$ cat src/rtl/fu_alu_pipe.sv
// fu_alu_pipe: pipelined ALU functional unit with saturating add/sub, min/max, carry flag,
// opaque tag and an elastic valid/ready pipeline of STAGES registers with flush.
module fu_alu_pipe #(
    parameter int WIDTH  = 32,
    parameter int STAGES = 2,
    parameter int TAG_W  = 6
) (
    input  logic             CLK,
    input  logic             RST,
    input  logic             flush,
    input  logic             in_valid,
    output logic             in_ready,
    input  logic [3:0]       aluop,
    input  logic [WIDTH-1:0] port_a,
    input  logic [WIDTH-1:0] port_b,
    input  logic [TAG_W-1:0] in_tag,
    output logic             out_valid,
    input  logic             out_ready,
    output logic [WIDTH-1:0] port_output,
    output logic [TAG_W-1:0] out_tag,
    output logic             overflow,
    output logic             carry,
    output logic             negative,
    output logic             zero
);
    localparam int SH_W = $clog2(WIDTH);
    localparam logic [WIDTH-1:0] MAX_S = {1'b0, {(WIDTH-1){1'b1}}};
    localparam logic [WIDTH-1:0] MIN_S = {1'b1, {(WIDTH-1){1'b0}}};

    logic [SH_W-1:0]  shamt;
    logic [WIDTH:0]   sum;
    logic [WIDTH:0]   diff;
    logic             add_ov;
    logic             sub_ov;
    logic             lt_s;
    logic             lt_u;
    logic [WIDTH-1:0] sat;
    logic [WIDTH-1:0] alu_res;
    logic             alu_ov;
    logic             alu_cy;

    assign shamt  = port_b[SH_W-1:0];
    assign sum    = {1'b0, port_a} + {1'b0, port_b};
    assign diff   = {1'b0, port_a} + {1'b0, ~port_b} + (WIDTH+1)'(1);
    assign add_ov = (port_a[WIDTH-1] == port_b[WIDTH-1]) && (sum[WIDTH-1] != port_a[WIDTH-1]);
    assign sub_ov = (port_a[WIDTH-1] != port_b[WIDTH-1]) && (diff[WIDTH-1] != port_a[WIDTH-1]);
    assign lt_s   = $signed(port_a) < $signed(port_b);
    assign lt_u   = port_a < port_b;
    // Overflow direction always follows the sign of A for both add and sub.
    assign sat    = port_a[WIDTH-1] ? MIN_S : MAX_S;

    always_comb begin
        alu_res = '0;
        alu_ov  = 1'b0;
        alu_cy  = 1'b0;
        case (aluop)
            4'd0:  alu_res = port_a << shamt;
            4'd1:  alu_res = port_a >> shamt;
            4'd2:  alu_res = $signed(port_a) >>> shamt;
            4'd3:  begin alu_res = sum[WIDTH-1:0]; alu_ov = add_ov; alu_cy = sum[WIDTH]; end
            4'd4:  begin alu_res = diff[WIDTH-1:0]; alu_ov = sub_ov; alu_cy = diff[WIDTH]; end
            4'd5:  alu_res = port_a & port_b;
            4'd6:  alu_res = port_a | port_b;
            4'd7:  alu_res = port_a ^ port_b;
            4'd8:  alu_res = {{(WIDTH-1){1'b0}}, lt_s};
            4'd9:  alu_res = {{(WIDTH-1){1'b0}}, lt_u};
            4'd10: begin alu_res = add_ov ? sat : sum[WIDTH-1:0]; alu_ov = add_ov; alu_cy = sum[WIDTH]; end
            4'd11: begin alu_res = sub_ov ? sat : diff[WIDTH-1:0]; alu_ov = sub_ov; alu_cy = diff[WIDTH]; end
            4'd12: alu_res = lt_s ? port_a : port_b;
            4'd13: alu_res = lt_s ? port_b : port_a;
            4'd14: alu_res = lt_u ? port_a : port_b;
            4'd15: alu_res = lt_u ? port_b : port_a;
        endcase
    end

    logic [STAGES-1:0] valid_q, valid_d;
    logic [STAGES-1:0] ov_q, ov_d;
    logic [STAGES-1:0] cy_q, cy_d;
    logic [STAGES-1:0] load;
    logic [WIDTH-1:0]  res_q [STAGES];
    logic [WIDTH-1:0]  res_d [STAGES];
    logic [TAG_W-1:0]  tag_q [STAGES];
    logic [TAG_W-1:0]  tag_d [STAGES];

    // A stage may load when empty or when its content moves on this cycle.
    always_comb begin
        load = '0;
        load[STAGES-1] = !valid_q[STAGES-1] || out_ready;
        for (int k = STAGES - 2; k >= 0; k--) load[k] = !valid_q[k] || load[k+1];
    end

    always_comb begin
        valid_d = '0;
        ov_d = '0;
        cy_d = '0;
        valid_d[0] = in_valid;
        ov_d[0] = alu_ov;
        cy_d[0] = alu_cy;
        res_d[0] = alu_res;
        tag_d[0] = in_tag;
        for (int k = 1; k < STAGES; k++) begin
            valid_d[k] = valid_q[k-1];
            ov_d[k] = ov_q[k-1];
            cy_d[k] = cy_q[k-1];
            res_d[k] = res_q[k-1];
            tag_d[k] = tag_q[k-1];
        end
    end

    always_ff @(posedge CLK or posedge RST) begin
        if (RST) begin
            valid_q <= '0;
            ov_q <= '0;
            cy_q <= '0;
            for (int k = 0; k < STAGES; k++) begin
                res_q[k] <= '0;
                tag_q[k] <= '0;
            end
        end else begin
            for (int k = 0; k < STAGES; k++) begin
                if (flush) valid_q[k] <= 1'b0;
                else if (load[k]) valid_q[k] <= valid_d[k];
                if (load[k]) begin
                    ov_q[k] <= ov_d[k];
                    cy_q[k] <= cy_d[k];
                    res_q[k] <= res_d[k];
                    tag_q[k] <= tag_d[k];
                end
            end
        end
    end

    assign in_ready    = load[0];
    assign out_valid   = valid_q[STAGES-1];
    assign port_output = res_q[STAGES-1];
    assign out_tag     = tag_q[STAGES-1];
    assign overflow    = ov_q[STAGES-1];
    assign carry       = cy_q[STAGES-1];
    assign negative    = port_output[WIDTH-1];
    assign zero        = port_output == '0;
endmodule

$ cat config.mk
export PLATFORM = sky130hd
export DESIGN_NAME = fu_alu_pipe
export DESIGN_NICKNAME = d
export VERILOG_FILES = /design/src/rtl/fu_alu_pipe.sv
export SDC_FILE = /design/constraint.sdc
export NUM_CORES = 1
export LEC_CHECK = 0
export CORE_MARGIN = 4
export CORE_UTILIZATION = 36
export CTS_CLUSTER_DIAMETER = 120
export DETAILED_ROUTE_END_ITERATION = 16
export DONT_BUFFER_PORTS = 1
export SETUP_SLACK_MARGIN = 0.2
export SLEW_MARGIN = 25
export SYNTH_ARGS = -nofsm -noshare
export SYNTH_HDL_FRONTEND = slang
export SYNTH_SLANG_ARGS = --single-unit
$ cat constraint.sdc
create_clock -name CLK -period 2.56 [get_ports CLK]
set_input_delay 0.512 -clock CLK [delete_from_list [all_inputs] [get_ports CLK]]
set_output_delay 0.512 -clock CLK [all_outputs]
set_load 0.02 [all_outputs]
==> results.yml, run 1 <==
synth:
  synth.avg_cell_area_um2: 7.03
  syn_nets: 2057
  async_flop_share_pct: 100
  synth_enable_flop_cells: 0
  ys.flop_type: "dfrtp_1"
  synth_area_um2: 13100
  syn_inst: 1870
  ys_warn_count: 0
  synthDistinctLibCells: 92
  ys_ff_latch: 82
  seq_area_frac_synth_pct: 15.6
cells_and_area:
  syn_to_final_growth_pct: 39.7
  n_antenna_cell: 0
  num-nets-final: 2470
  fillCellCount: 3583
  final_common_cell: "buf_4"
  fin_cells: 2748
  utilization_pct: 51.2
  final_cell_mix: "528 x buf_4, 276 x nand2_1, 217 x nor2_1"
  final_layout_size_suffix_gt1_share_pct: 31.0
flow_run:
  cap_viol_max_count: 0
global_routing:
  antenna_found_initial: 1
  track_usage_pct: 36.9
  grt-ovfl-total: 0
  grt_pass1_wl_um: 109000
  grt_max_degree: 93
  grt_pass1_vias: 16300
floorplan:
  die_h_um: 199
  row_count: 69
  design.die.area_um2: 39600
  start_util_pct: 36.7
  ios: 123
  chipWidth_um: 199
  core-area_um2: 35800
worst_setup_path:
  cp_data_arrival_time_ns: 4.92
  crit_type: "input port to register"
  critPathLaunchType: "input port"
  crit_chain: "clkinvlp_4, buf_4, buf_4, ha_4, o31ai_4, a2111oi_4, nor3b_2, o21ai_2, a31oi_4, o31ai_4, a221oi_2, o21ai_1, a21oi_2, fa_2, and2_1, o21ai_1, buf_4, a21oi_1, a2111o_1, a311oi_1, o41ai_1, o32a_1"
  reg2regPathDepth: 11
  critPathCaptureType: "register"
  rr_endpoint: "res_d[15]$_DFFE_PP0P_"
  r2r-start: "valid_q[0]$_DFFE_PP0P_"
  cp_data_required_time_ns: 2.81
  critical_path.most_common_cell: "buf_4"
  cpPeakStageDelay_ns: 0.51
  r2r_slack_ns: 0.33
  critPathMaxFanout: 77
  cp_slowest_cell: "fa_2"
route:
  avgViaCountPerCell: 6.22
  avgRoutedWirePerCell_um: 27.4
  final_antenna_net_count: 0
  drc: 0
  drt_iter0_markers: 2102
  vias: 17100
  totalWireLength_um: 75300
  first_pass_iters: 5
cts:
  cts_sinks: 82
  numCtsBuffers: 9
  clockBufferDepth: 2
  cts_tree: "yes"
  cts_max_level: 3
  root_buffer: "clkbuf_16"
  clk_pin_slew_ns: 0.08
  insertion_delay_ns: 0.36
power_and_ir_drop:
  power.leakage_nw: 8.45
  powerDensity_nw_per_um2: 388
  vdd.ir_drop.worst_v: 0.000294
timing:
  fin_crit_ns: 4.66
  worstMarginPinSlew_ns: 0.765
  finalSetupTns_ns: -62.24
  slew_viol_final: 0
  rsz0062_at_grt: "true"
  worst_slack_ns: -2.10
  min_period_over_period_pct: 182
  setup-violations-final: 34
  maxSlewHeadroom_pct: 49.0
  finalHoldViolCount: 0
  skew_ns: 0.0169
  max_freq_mhz: 215
min_path:
  hold_class: "input port to asynchronous set/reset pin"
place:
  dpl.cell_count: 2711
  port_buffers: 0
  hpwl_um: 59700
  place.gp.congestion: 1.05
  pre_cts_ws_ns: -2.78
outcome:
  violations: "negative setup slack"
  status: "complete, but fails checks"
## report_power, final
part / switching, mW / internal, mW
sequential: 0.429 / 1.53
clock: 0.620 / 0.756
combinational: 2.02 / 1.77
total: 3.07 / 4.06
## timing repair
item,in CTS,in global routing
gates resized for setup,60,30
setup buffers,12,10
pin swaps,32,15
gates cloned,0,0
hold buffers,0,0
setup endpoints to repair,35,35
## critical path, delay by kind of cell
| kind | cells | cell delay (ns) |
|---|---|---|
| AND/OR/NAND/NOR | 2 | 0.47 |
| AO/OA/AOI/OAI | 14 | 2.70 |
| adder cells (fa/ha/maj) | 2 | 0.67 |
| buffers and inverters | 4 | 0.55 |
## cell usage after synthesis (all sizes together), types with 7 or more instances
library cell  number  area [µm²]
ha               105        1310
o211ai            21         158
nor2             226         853
clkbuf            90         338
a21oi            158         795
o21a               9        67.6
o31ai             19         148
a221o              7        70.1
mux4              18         405
o2111ai           18         158
nand4             16         100
buf               56         277
a21boi             7        56.3
mux2i             63         631
nor2b             15        93.8
inv              103         387
nand2            278        1040
a31oi             40         265
o21ai            137         689
a22oi             28         210
nand2b            15         101
xnor2             37         324
a221oi            32         287
o221ai            14         129
nor3              31         155
dfrtp             82        2050
a311oi             7        61.3
nor4              16         106
a211o              9        78.8
nand3             17        85.1
mux2              20         225
a211oi            37         290
a21o              16         120
o22ai             16         100
and2               7        43.8
## layout make-up
class,instances,area (µm²),share of cell area (%)
Clock buffer,9,225,1.23
Tap cell,461,577,3.14
Sequential cell,82,2050,11.2
Timing Repair Buffer,548,4340,23.6
Multi-Input combinational cell,1538,10700,58.2
Inverter,104,409,2.23
Clock inverter,6,68.8,0.375
## kinds of logic after synthesis
| logic type | count (synthesis) | synth area share (%) |
|---|---|---|
| mux | 101 | 9.59 |
| xor+xnor | 38 | 2.53 |
| simple gates | 651 | 21.4 |
| fa+ha+maj | 108 | 10.4 |
| flops | 82 | 15.6 |
| buf+inv | 250 | 7.64 |
| compound gates | 640 | 32.8 |
## how the worst max path moves through the flow
stage / from / slack [ns] / cells past startpoint / end
final: port_b[2] / -2.10 / 22 / res_d[0]$_DFFE_PP0P_
after global routing: port_b[2] / -2.29 / 22 / res_d[30]$_DFFE_PP0P_
after CTS: port_b[2] / -2.10 / 24 / res_d[15]$_DFFE_PP0P_
after detailed placement: port_b[5] / -2.78 / 23 / res_d[4]$_DFFE_PP0P_
after global placement: port_a[5] / -2.65 / 23 / res_d[4]$_DFFE_PP0P_
after floorplan: port_b[3] / -2.64 / 27 / res_d[25]$_DFFE_PP0P_
## sequential cells by signal, indices dropped and copies added (netlist names)
| signal | cells |
|---|---|
| cy_q | 2 |
| out_tag | 6 |
| ov_q | 2 |
| port_output | 32 |
| res_d | 32 |
| tag_d | 6 |
| valid_q | 2 |
## stage by stage
| stage | hold WS [ns] | total power, mW | instance area, µm² |
|---|---|---|---|
| after floorplan | 0.439 | 3.81 | 13500 |
| after global placement | 0.449 | 5.47 | 17400 |
| after detailed placement | 0.456 | 5.49 | 17400 |
| after CTS | 0.188 | 6.98 | 18100 |
| after global routing | 0.180 | 7.45 | 18400 |
| final | 0.157 | 7.12 | 18400 |
## routing by layer
metal / GRT usage, % / vias to the layer above / share of wire, % / wire, µm
li1: - / 7647 / - / -
met3: 7.06 / 232 / 9.0 / 6760
met2: 56.7 / 957 / 43 / 32700
met4: 20.4 / 2 / 7.3 / 5500
met5: 0 / - / 0.017 / 13
met1: 48.8 / 8264 / 40 / 30400
Note: power is estimated with default switching activity, not from simulation.
==> run 2: changes to the inputs <==
Settings changed: PLACE_DENSITY_LB_ADDON from default to 0.15, SKIP_LAST_GASP from default to 1.
==> results.yml, run 2 (synthesis results as in run 1) <==
timing:
  slew_viol_final: 0
  fin_crit_ns: 4.52
  setup-violations-final: 34
  worstMarginPinSlew_ns: 0.785
  min_period_over_period_pct: 177
  max_freq_mhz: 221
  rsz0062_at_grt: "true"
  maxSlewHeadroom_pct: 47.4
  finalHoldViolCount: 0
  skew_ns: 0.0170
  worst_slack_ns: -1.96
route:
  avgViaCountPerCell: 6.18
  drc: 0
  final_antenna_net_count: 0
  drt_iter0_markers: 1984
  vias: 17100
  avgRoutedWirePerCell_um: 28.4
  first_pass_iters: 6
  totalWireLength_um: 78700
power_and_ir_drop:
  pwr-share-seq_pct: 26.9
  sw_frac_of_total_pct: 44.6
  p_sw_mw: 3.25
  vdd.ir_drop.worst_v: 0.000400
  p_comb_share_pct: 53.7
  powerDensity_nw_per_um2: 391
  power.leakage_nw: 8.55
  power.internal_mw: 4.04
  p_clk_share_pct: 19.4
floorplan:
  core-area_um2: 35800
  chipWidth_um: 199
  start_util_pct: 36.7
  design.die.area_um2: 39600
  ios: 123
  die_h_um: 199
  row_count: 69
global_routing:
  grt_max_degree: 93
  antenna_found_initial: 2
  grt_pass1_vias: 16500
  grt_pass1_wl_um: 114000
  track_usage_pct: 38.8
  grt-ovfl-total: 0
worst_setup_path:
  critPathCaptureType: "register"
  crit_chain: "clkinvlp_4, ha_4, nor3_4, o31ai_4, a2111oi_4, nor3b_2, o21ai_2, a31oi_4, o31ai_4, a221oi_2, o21ai_1, a21oi_2, fa_2, nor2_2, a31oi_4, o21ai_2, a221oi_2, o21ai_1, a311oi_2, o21ai_1, a211oi_2, a31oi_1"
  crit_type: "input port to register"
  critPathMaxFanout: 77
  cp_slowest_cell: "fa_2"
  critical_path.most_common_cell: "o21ai_1"
  cpPeakStageDelay_ns: 0.59
  cp_data_arrival_time_ns: 4.78
  critPathLaunchType: "input port"
  cp_data_required_time_ns: 2.82
  r2r_slack_ns: 0.32
cts:
  cts_sinks: 82
  insertion_delay_ns: 0.37
  cts_max_level: 3
  numCtsBuffers: 9
  clockBufferDepth: 2
  root_buffer: "clkbuf_16"
  cts_tree: "yes"
  clk_pin_slew_ns: 0.09
flow_run:
  cap_viol_max_count: 0
cells_and_area:
  fillCellCount: 3653
  final_common_cell: "buf_4"
  final_cell_mix: "529 x buf_4, 276 x nand2_1, 216 x nor2_1"
  final_area_um2: 18700
  num-nets-final: 2486
  final_layout_size_suffix_gt1_share_pct: 32.2
  utilization_pct: 52.1
  syn_to_final_growth_pct: 41.9
min_path:
  hold_class: "input port to asynchronous set/reset pin"
place:
  hpwl_um: 62600
  dpl_cell_area_um2: 17500
  place.gp.congestion: 1.02
  port_buffers: 0
outcome:
  violations: "negative setup slack"
  status: "complete, but fails checks"
## run 2: changes by cell type in the layout (fill, tap and decap cells not counted), moves of 3 or more
cell      delta
buf_6       +12
buf_8        +4
clkinv_4     -3
diode_2      +3
nor2_4       +3
o21ai_0      -3
## run 2: through the flow
stage,setup TNS [ns],power [mW],setup slack [ns],hold slack [ns],std cells
floorplan,-77.38,3.81,-2.64,0.439,1870
global placement,-80.12,5.56,-2.58,0.450,2717
detailed placement,-84.62,5.57,-2.72,0.456,2717
CTS,-59.38,7.15,-1.98,0.180,2753
global route,-66.56,7.61,-2.19,0.188,2765
finish,-59.62,7.29,-1.96,0.159,2768
## run 2: area by class of cell
type	count	area, µm²	share of cell area (%)
diodes	3	7.51	0.0402
clock buffers	9	225	1.21
clock inverters	7	71.3	0.382
inverters	104	409	2.19
multi-input cells	1538	10800	57.9
flip-flops and latches	82	2050	11.0
well taps	461	577	3.09
repair buffers	564	4520	24.2
## run 2: final timing paths
check                                       start                     endpoint  cells past startpoint
setup / recovery                        port_b[2]        res_d[30]$_DFFE_PP0P_                     22
hold / removal                                RST  port_output[23]$_DFFE_PP0P_                      2
hold reg to reg              tag_d[3]$_DFFE_PP0P_       out_tag[3]$_DFFE_PP0P_                      2
max in group asynchronous                     RST        res_d[10]$_DFFE_PP0P_                      2
setup reg to reg           valid_q[0]$_DFFE_PP0P_        res_d[30]$_DFFE_PP0P_                      9
min in group CLK                            flush       valid_q[0]$_DFFE_PP0P_                      1
## run 2: repair_timing
action                                  in CTS  in global routing
resized for setup                           83                 39
endpoints found under the setup margin      35                 35
buffers inserted                            20                 12
hold buffers                                 0                  0
pin swaps                                   51                 34
hold endpoints to repair                     0                  0
## run 2: power groups by stage
| stage | clock, mW | sequential (mW) | combinational, mW |
|---|---|---|---|
| floorplan | 0 | 1.84 | 1.97 |
| global placement | 0 | 1.98 | 3.58 |
| detailed placement | 0 | 1.99 | 3.59 |
| CTS | 1.43 | 1.96 | 3.77 |
| global route | 1.46 | 1.98 | 4.16 |
| finish | 1.42 | 1.96 | 3.91 |
## run 2: per-layer routing
layer	vias to the layer above	track usage, %	wire (µm)
met3	230	7.22	6450
met2	904	61.1	34800
met4	2	21.1	5480
met1	8296	50.4	31900
met5	-	0	7
li1	7686	-	-
## run 2: worst max-delay path: cells and delay by family
family / cells / cell delay, ns
AOI/OAI and AO/OA: 16 / 2.90
adders and majority gates: 2 / 0.84
and+or+nand+nor: 3 / 0.42
buffers and inverters: 1 / 0.08
